==> src/rtl/carry_save_resolver_pkg.sv <==
// carry_save_resolver_pkg
// Shared definitions for the carry-save resolver: the controller state
// encoding and the elaboration-time helpers that size the chunk loop.
// No ports (package).

package carry_save_resolver_pkg;

    // Controller states: waiting for a pair, walking the chunks, holding a result
    typedef enum logic [1:0] {
        IDLE = 2'd0,
        BUSY = 2'd1,
        DONE = 2'd2
    } state_e;

    // Number of CHUNK-wide slices needed to cover the N+2 bit working width
    function automatic int num_chunks(input int n, input int chunk);
        return (n + 2 + chunk - 1) / chunk;
    endfunction

    // Width of the chunk index counter; a single chunk still needs one bit
    function automatic int idx_width(input int n, input int chunk);
        int k;
        k = num_chunks(n, chunk);
        return (k <= 1) ? 1 : $clog2(k);
    endfunction

endpackage

==> src/rtl/carry_save_resolver_chunk_adder.sv <==
// csr_chunk_adder
// Purely combinational CHUNK-bit ripple adder used as the per-cycle
// slice of the resolver's carry-propagate add.
// Ports:
//   a_i    [CHUNK-1:0]  first operand slice
//   b_i    [CHUNK-1:0]  second operand slice
//   cin_i               carry from the previous slice
//   s_o    [CHUNK-1:0]  slice sum
//   cout_o              carry into the next slice

module csr_chunk_adder #(
    parameter int CHUNK = 4
) (
    input  logic [CHUNK-1:0] a_i,
    input  logic [CHUNK-1:0] b_i,
    input  logic             cin_i,
    output logic [CHUNK-1:0] s_o,
    output logic             cout_o
);

    // Extend everything by one bit so the carry-out lands in the top bit
    assign {cout_o, s_o} = {1'b0, a_i} + {1'b0, b_i} + {{CHUNK{1'b0}}, cin_i};

endmodule

==> src/rtl/carry_save_resolver.sv <==
// carry_save_resolver
// Collapses a carry-save pair (sum vector, carry vector weighted one place
// higher) into a plain binary number using a chunked carry-propagate add
// that resolves CHUNK bits per clock. Valid/ready handshakes on both sides.
// Ports:
//   clk        rising-edge clock
//   rst_n      asynchronous active-low reset
//   in_valid   operand pair valid
//   in_ready   block can accept an operand pair (registered)
//   sum_vec    [N-1:0] CSA sum vector, bit i weight 2^i
//   carry_vec  [N-1:0] CSA carry vector, bit i weight 2^(i+1)
//   out_valid  result valid (registered)
//   out_ready  downstream accepts the result
//   result     [N+1:0] sum_vec + (carry_vec << 1) (registered)
//   busy       high while chunks are being resolved (registered)

module carry_save_resolver
    import carry_save_resolver_pkg::*;
#(
    parameter int N     = 8,
    parameter int CHUNK = 4
) (
    input  logic         clk,
    input  logic         rst_n,
    input  logic         in_valid,
    output logic         in_ready,
    input  logic [N-1:0] sum_vec,
    input  logic [N-1:0] carry_vec,
    output logic         out_valid,
    input  logic         out_ready,
    output logic [N+1:0] result,
    output logic         busy
);

    localparam int W  = N + 2;
    localparam int K  = num_chunks(N, CHUNK);
    localparam int PW = K * CHUNK;
    localparam int IW = idx_width(N, CHUNK);
    localparam logic [IW-1:0] LAST_IDX = IW'(K - 1);

    state_e          state_q;
    logic [PW-1:0]   opA_q;
    logic [PW-1:0]   opB_q;
    logic [PW-1:0]   result_q;
    logic [IW-1:0]   idx_q;
    logic            cin_q;
    logic            in_ready_q;
    logic            out_valid_q;
    logic            busy_q;

    int              shiftAmt;
    logic [CHUNK-1:0] chunkA;
    logic [CHUNK-1:0] chunkB;
    logic [CHUNK-1:0] chunkSum_d;
    logic             chunkCarry_d;
    logic [PW-1:0]    result_d;

    // Pick out the operand slices for the current chunk and merge the slice
    // sum into its slot of the result. The result register is cleared on
    // accept, so OR-ing the shifted slice in is enough to place it.
    always_comb begin
        shiftAmt = CHUNK * int'(idx_q);
        chunkA   = CHUNK'(opA_q >> shiftAmt);
        chunkB   = CHUNK'(opB_q >> shiftAmt);
        result_d = result_q | (PW'(chunkSum_d) << shiftAmt);
    end

    csr_chunk_adder #(
        .CHUNK (CHUNK)
    ) u_chunk_adder (
        .a_i    (chunkA),
        .b_i    (chunkB),
        .cin_i  (cin_q),
        .s_o    (chunkSum_d),
        .cout_o (chunkCarry_d)
    );

    // Controller, datapath registers and registered handshake outputs.
    // The carry vector is latched already shifted up one place so both
    // operands share the same bit weights; bits above W stay zero.
    always_ff @(posedge clk or negedge rst_n) begin
        if (!rst_n) begin
            state_q     <= IDLE;
            opA_q       <= '0;
            opB_q       <= '0;
            result_q    <= '0;
            idx_q       <= '0;
            cin_q       <= 1'b0;
            in_ready_q  <= 1'b1;
            out_valid_q <= 1'b0;
            busy_q      <= 1'b0;
        end else begin
            case (state_q)
                IDLE: begin
                    if (in_valid && in_ready_q) begin
                        opA_q      <= PW'(sum_vec);
                        opB_q      <= PW'({carry_vec, 1'b0});
                        result_q   <= '0;
                        idx_q      <= '0;
                        cin_q      <= 1'b0;
                        state_q    <= BUSY;
                        in_ready_q <= 1'b0;
                        busy_q     <= 1'b1;
                    end
                end
                BUSY: begin
                    result_q <= result_d;
                    cin_q    <= chunkCarry_d;
                    idx_q    <= idx_q + IW'(1);
                    if (idx_q == LAST_IDX) begin
                        state_q     <= DONE;
                        busy_q      <= 1'b0;
                        out_valid_q <= 1'b1;
                    end
                end
                DONE: begin
                    // Returning to IDLE here (not accepting) keeps the
                    // output and input handshakes in separate cycles
                    if (out_ready) begin
                        state_q     <= IDLE;
                        out_valid_q <= 1'b0;
                        in_ready_q  <= 1'b1;
                    end
                end
                default: begin
                    state_q     <= IDLE;
                    in_ready_q  <= 1'b1;
                    out_valid_q <= 1'b0;
                    busy_q      <= 1'b0;
                end
            endcase
        end
    end

    assign in_ready  = in_ready_q;
    assign out_valid = out_valid_q;
    assign busy      = busy_q;
    assign result    = result_q[W-1:0];

endmodule

==> config.mk <==
export PLATFORM = sky130hd
export DESIGN_NAME = carry_save_resolver
export DESIGN_NICKNAME = d
export VERILOG_FILES = /design/src/rtl/carry_save_resolver_pkg.sv /design/src/rtl/carry_save_resolver_chunk_adder.sv /design/src/rtl/carry_save_resolver.sv
export SDC_FILE = /design/constraint.sdc
export NUM_CORES = 1
export LEC_CHECK = 0
export ABC_CLOCK_PERIOD_IN_PS = 4400
export BUFFER_PORTS_ARGS = -buffer_cell sky130_fd_sc_hd__buf_2
export CORE_MARGIN = 3
export CORE_UTILIZATION = 30
export CTS_BUF_LIST = sky130_fd_sc_hd__clkbuf_2
export DETAILED_ROUTE_END_ITERATION = 8
export PLACE_DENSITY = 0.48
export SLEW_MARGIN = 20
export SYNTH_ARGS = -nofsm -noshare
export SYNTH_HDL_FRONTEND = slang
export SYNTH_SLANG_ARGS = --single-unit
==> constraint.sdc <==
create_clock -name clk -period 4.4 [get_ports clk]
set_input_delay 0.22 -clock clk [delete_from_list [all_inputs] [get_ports clk]]
set_output_delay 0.22 -clock clk [all_outputs]
set_load 0.01 [all_outputs]
Word-level counts from Yosys, hierarchy flattened:

Cells that the tools add are included.

* register bits: 36
* bits in latches: 0
* RAM bits: 0
* ROM bits: 0
* input port bits: 20
* output and inout port bits: 13
* word-level logic and storage cells: 52
* memories kept: 0

* $add $sub $neg: 3
* multipliers: 0
* div/mod/pow operators: 0
* $lt $le $gt $ge: 0
* eq/ne operators: 6
* shift operators: 3
* muxes and demuxes: 18
* bitwise logic cells: 4
* reductions and logical operators: 9

Operators with widths (number)
* 12-bit case mux with 2 select lines: 1
* 12-bit two-way mux: 1
* 12-bit bitwise OR: 1
* 3-bit AND reduction: 4
* 4-bit by 4-bit left shift with 12-bit output: 1
* 1-bit case mux with 3 select lines: 3
* 9-bit by 4-bit >> shifter with 4-bit output: 1
* 2-bit two-way mux: 4
* 8-bit by 4-bit >> shifter with 4-bit output: 1
* 1-bit two-way mux: 6
* 2-bit != test, second input constant: 3
* 2-bit case mux with 3 select lines: 1
* 4-bit by 4-bit adder with 5-bit output: 1
* 5-bit by 1-bit adder with 5-bit output: 1
* 2-bit == test, second input constant: 2
* 2-bit case mux with 2 select lines: 1
* 2-bit AND reduction: 2
* 1-bit NOT: 3
* 2-bit by 1-bit adder with 2-bit output, second input constant: 1
* 2-bit by 1-bit == test with 1-bit output, second input constant: 1
* 2-bit zero test: 1
* 1-bit case mux with 2 select lines: 1
* 2-bit nonzero test: 1
* 1-bit logical AND: 1

Depth between registers and ports, before layout:

* word-level depth: 6
* depth in mapped cells: 9
* gate-level depth less buffers: 9

Cells and area by module:

From an unflattened synthesis, not the netlist that was laid out.

* cell total of the unflattened synthesis: 172
* area total of the unflattened synthesis: 1617.8 µm²

Modules (own cells, without submodules)
* carry_save_resolver: instances 1, cells each 156, area an instance 1473.9 µm², sequential area each 852.1 µm²
* csr_chunk_adder: instances 1, cells each 16, area an instance 143.9 µm², sequential area each 0.0 µm²

Worst setup path after synthesis:

OpenSTA, ideal clock, no wires.

* path type: register to register
* start: register idx_q[1]
* end: register cin_q
* setup time: 0.126 ns
* arrival: 1.927 ns
* data required time: 4.274 ns
* slack: 2.347 ns
* stages on the path, launching flop included: 10
* buffers on the path: 1
* clock period less this slack: 2.053 ns
* cell sequence: dfrtp_1 > clkbuf_1 > inv_1 > a31oi_1 > fa_1 > inv_1 > fa_1 > a21o_1 > a21oi_1 > o21ai_0

* cells in the longest elaborated chain, start to end: 4
* elaborated cells between the ends (all ways): 5
* classes of those cells: add/sub (2); shift (2); mux (1)

RTL lines
* start, declared: RTL line carry_save_resolver.sv:45 `logic [IW-1:0] idx_q;`
* start signal, assigned: RTL line carry_save_resolver.sv:109 `idx_q <= idx_q + IW'(1);`
* 8-bit by 4-bit >> shifter with 4-bit output or 9-bit by 4-bit >> shifter with 4-bit output (tied branches): RTL line carry_save_resolver.sv:63, carry_save_resolver.sv:64
* 4-bit by 4-bit adder with 5-bit output (*): RTL line carry_save_resolver_chunk_adder.sv:22 `assign {cout_o, s_o} = {1'b0, a_i} + {1'b0, b_i} + {{CHUNK{1'b0}}, cin_i};`
* 5-bit by 1-bit adder with 5-bit output (*): RTL line carry_save_resolver_chunk_adder.sv:22
* 1-bit case mux with 2 select lines (*): RTL line carry_save_resolver.sv:93 `case (state_q)`
* end signal, assigned: RTL line carry_save_resolver.sv:108 `cin_q <= chunkCarry_d;`
* end, declared: RTL line carry_save_resolver.sv:46 `logic cin_q;`

Every way passes the cells marked *; elsewhere a longest branch is shown, timed or not.
A chain may end at the register's enable or synchronous reset.

Worst setup path in the final report:

* start: register idx_q[0]
* end: register result_q[9]

* cells in the longest elaborated chain, start to end: 6
* elaborated cells between the ends (all ways): 7
* classes of those cells: add/sub (2); shift (3); mux (1); bitwise (1)

RTL lines
* 8-bit by 4-bit >> shifter with 4-bit output or 9-bit by 4-bit >> shifter with 4-bit output (tied branches): RTL line carry_save_resolver.sv:63, carry_save_resolver.sv:64
* 4-bit by 4-bit adder with 5-bit output: RTL line carry_save_resolver_chunk_adder.sv:22
* 5-bit by 1-bit adder with 5-bit output: RTL line carry_save_resolver_chunk_adder.sv:22
* 4-bit by 4-bit left shift with 12-bit output (*): RTL line carry_save_resolver.sv:65 `result_d = result_q | (PW'(chunkSum_d) << shiftAmt);`
* 12-bit bitwise OR (*): RTL line carry_save_resolver.sv:65
* 12-bit case mux with 2 select lines (*): RTL line carry_save_resolver.sv:93
* end signal, assigned: RTL line carry_save_resolver.sv:107 `result_q <= result_d;`
* end, declared: RTL line carry_save_resolver.sv:44 `logic [PW-1:0] result_q;`

Marks and branches as above.

==> reports/qor.csv <==
stage,metric,value,unit
setup_path,required,4.67,ns
cts,insertion_delay,0.37,ns
sta,fmaxAchievable,0.428,GHz
drt,ant_nets,0,
cts,clk_path_buf_depth,2,
logic_synthesis,ys_warn_count,0,
sta,holdWs,0.0316,ns
placed_design,post-place-ws,2.03,ns
die,dieHeight,81.5,µm
cts,tritoncts,built,
setup_path,worstSetupStartpointType,flip-flop,
grt,met2_usage,18.6,%
sta,skew,0.0116,ns
pwr,p_leak,0.00103,µW
logic_synthesis,ys_async_sr_fraction,100,%
finish,drive_gt1_share,21.5,%
grt,antenna_found_initial,0,
die,io_pins,33,
sta,layout_setup_ws,2.06,ns
drt,via_per_inst,4.33,
finish,layout_common_cells,"53 x nand2_1, 33 x dfrtp_1, 32 x buf_2",
sta,hold_viol,0,
grt,busiest_layer,met2,
finish,antenna_cells,0,
logic_synthesis,synth.area.top_cells,"dfrtp_1 48%, nand2_1 12%, mux2i_1 3.5%, buf_6 3.3%, nor2_1 3.1%",
die,core.rowCount,26,
die,die_x,81.5,µm
placed_design,numPlacedInstances,266,
cts,cts.reportedPaths.clkPinSlew,0.16,ns
cts,cts_hold_buf,7,
sta,period_share,53.1,%
placed_design,detailed_place_hpwl,2.34,mm
drt,drt-total-wl,3.48,mm
sta,tightest_slew,0.755,ns
setup_path,cp_data_arrival_time,2.61,ns
drt,wl_per_cell,12.3,µm
cts,cts-root-buf,clkbuf_2,
logic_synthesis,synth_edf_count,0,
logic_synthesis,yosysTopAreaCellShare,48.4,%
cts,cts.htree.levels,2,
setup_path,path_max_fanout,15,
finish,final_nets,241,
logic_synthesis,syn_nets,199,
logic_synthesis,mappedNetlistArea,1710,µm²
finish,synthToLayoutAreaGrowth,18.0,%
placed_design,gp_congestion,0.744,
cts,post-cts-setup-buffers,0,
cts,numCtsBuffers,5,
sta,period_needed,2.34,ns
pwr,vdd_ir_drop_max,235,µV
sta,slew_headroom,49.7,%
drt,drc,0,
grt,grt_pass1_vias,1293,
logic_synthesis,avgSynthCellArea,9.87,µm²
finish,fin_cells,284,
logic_synthesis,yosysSeqAreaShare,49.9,%
sta,rsz0062_at_grt,false,
logic_synthesis,ys_types,39,
logic_synthesis,synth_top_cell_by_area,dfrtp_1,
die,start_util,32.2,%
grt,grt_max_degree,35,
grt,grt.overflow.total,0,
cts,cts-resized-gates,0,
cts,clkSinkCount,34,
grt,grt_use_total,12.3,%
grt,use_met3,3.29,%
drt,drt_iter0_markers,45,
finish,layout_commonest_cell,nand2_1,
setup_path,end_kind,flip-flop,
job,cap_viol_max_count,0,
outcome,outcome,"finished, final reports clean",
grt,grt_pass1_wl,6.13,mm
drt,drt_pass1_iterations,4,
drt,vias,1229,
logic_synthesis,syn_inst,173,
die,fp.dieArea,6630,µm²
sta,final-max-slew-violation-count,0,
logic_synthesis,synthFlopType,dfrtp_1,
hold_path,min_path_type,in -> reg,
pwr,power_density,584,nW/µm²
logic_synthesis,ys_ff_latch,34,
grt,met1_usage,16.5,%
sta,fin_tns_setup,0,ns
setup_path,critical_path_class,reg -> reg,
sta,setup_violations,0,
die,coreArea,5300,µm²
placed_design,numPortBuffers,32,
==> layer usage <==
metal / routed length (µm) / share of wire, %
met1: 1730 / 50
met2: 1560 / 45
met3: 128 / 3.7
met4: 65 / 1.9
met5: 0 / 0
==> sequential cells by signal, summed over array words and instances (netlist names) <==
register / cells
busy: 1
idx_q: 2
out_valid: 1
cin_q: 1
opB_q: 8
result_q: 10
in_ready: 1
opA_q: 8
state_q: 2
==> cell type report <==
| class | count | area (µm²) |
|---|---|---|
| fillers | 567 | 3290 |
| flip-flops and latches | 34 | 852 |
| multi-input cells | 123 | 736 |
| repair buffers | 45 | 289 |
| well taps | 70 | 87.6 |
| clock buffers | 5 | 25.0 |
| inverters | 6 | 22.5 |
| clock inverters | 1 | 3.75 |
==> cell families after synthesis <==
logic type / share of synthesized area [%]
and+or+nand+nor: 23.8
DFF: 49.9
AOI/OAI and AO/OA: 9.30
buffers and inverters: 7.03
muxes: 4.18
adders and majority gates: 5.27
xor gates and xnor gates: 0.513
==> worst max-delay path, cell delays in order (launching register included) <==
cell and delay (ns):
dfrtp_1 0.73, mux2_2 0.26, nand2_1 0.07, fa_1 0.40
inv_1 0.08, fa_1 0.45, a32o_1 0.27
==> stage by stage <==
step / cell area [µm²] / power, µW / util, %
4_1_cts: 1960 / 1200 / 37.0
6_report: 2020 / 1180 / 38.0
3_3_place_gp: 1870 / 1060 / 35.2
5_1_grt: 2020 / 1310 / 38.0
3_5_place_dp: 1870 / 1060 / 35.2
2_1_floorplan: 1710 / 920 / -
==> path summary, 6_finish.rpt <==
| check | endpoint | depth (start not counted) | slack [ns] | start |
|---|---|---|---|---|
| worst min-delay path | opB_q[6] | 3 | 0.03 | carry_vec[5] |
| worst min register to register | opB_q[8] | 2 | 0.50 | opB_q[8] |
| max in group asynchronous | idx_q[1] | 2 | 3.48 | rst_n |
| worst max register to register | result_q[9] | 6 | 2.06 | idx_q[0] |
| min in group asynchronous | result_q[4] | 2 | 0.43 | rst_n |
| worst max-delay path | result_q[9] | 6 | 2.06 | idx_q[0] |
==> cells in the mapped netlist (all sizes together) (2+ instances only) <==
master	n
nand2b	3
fa	2
mux2i	6
a32o	2
nor2	14
a22o	3
o21ai	6
dfrtp	33
nand2	53
buf	9
ha	4
nand3	4
nand4	2
inv	6
a21oi	7
==> report_power, final <==
group / total, µW / internal [µW] / switching, µW / leakage (µW)
clock: 130 / 31.6 / 98.2 / 0.0000223
sequential: 560 / 440 / 120 / 0.000421
combinational: 487 / 230 / 257 / 0.000589
total: 1180 / 701 / 475 / 0.00103
(Power assumes the default switching activity.)
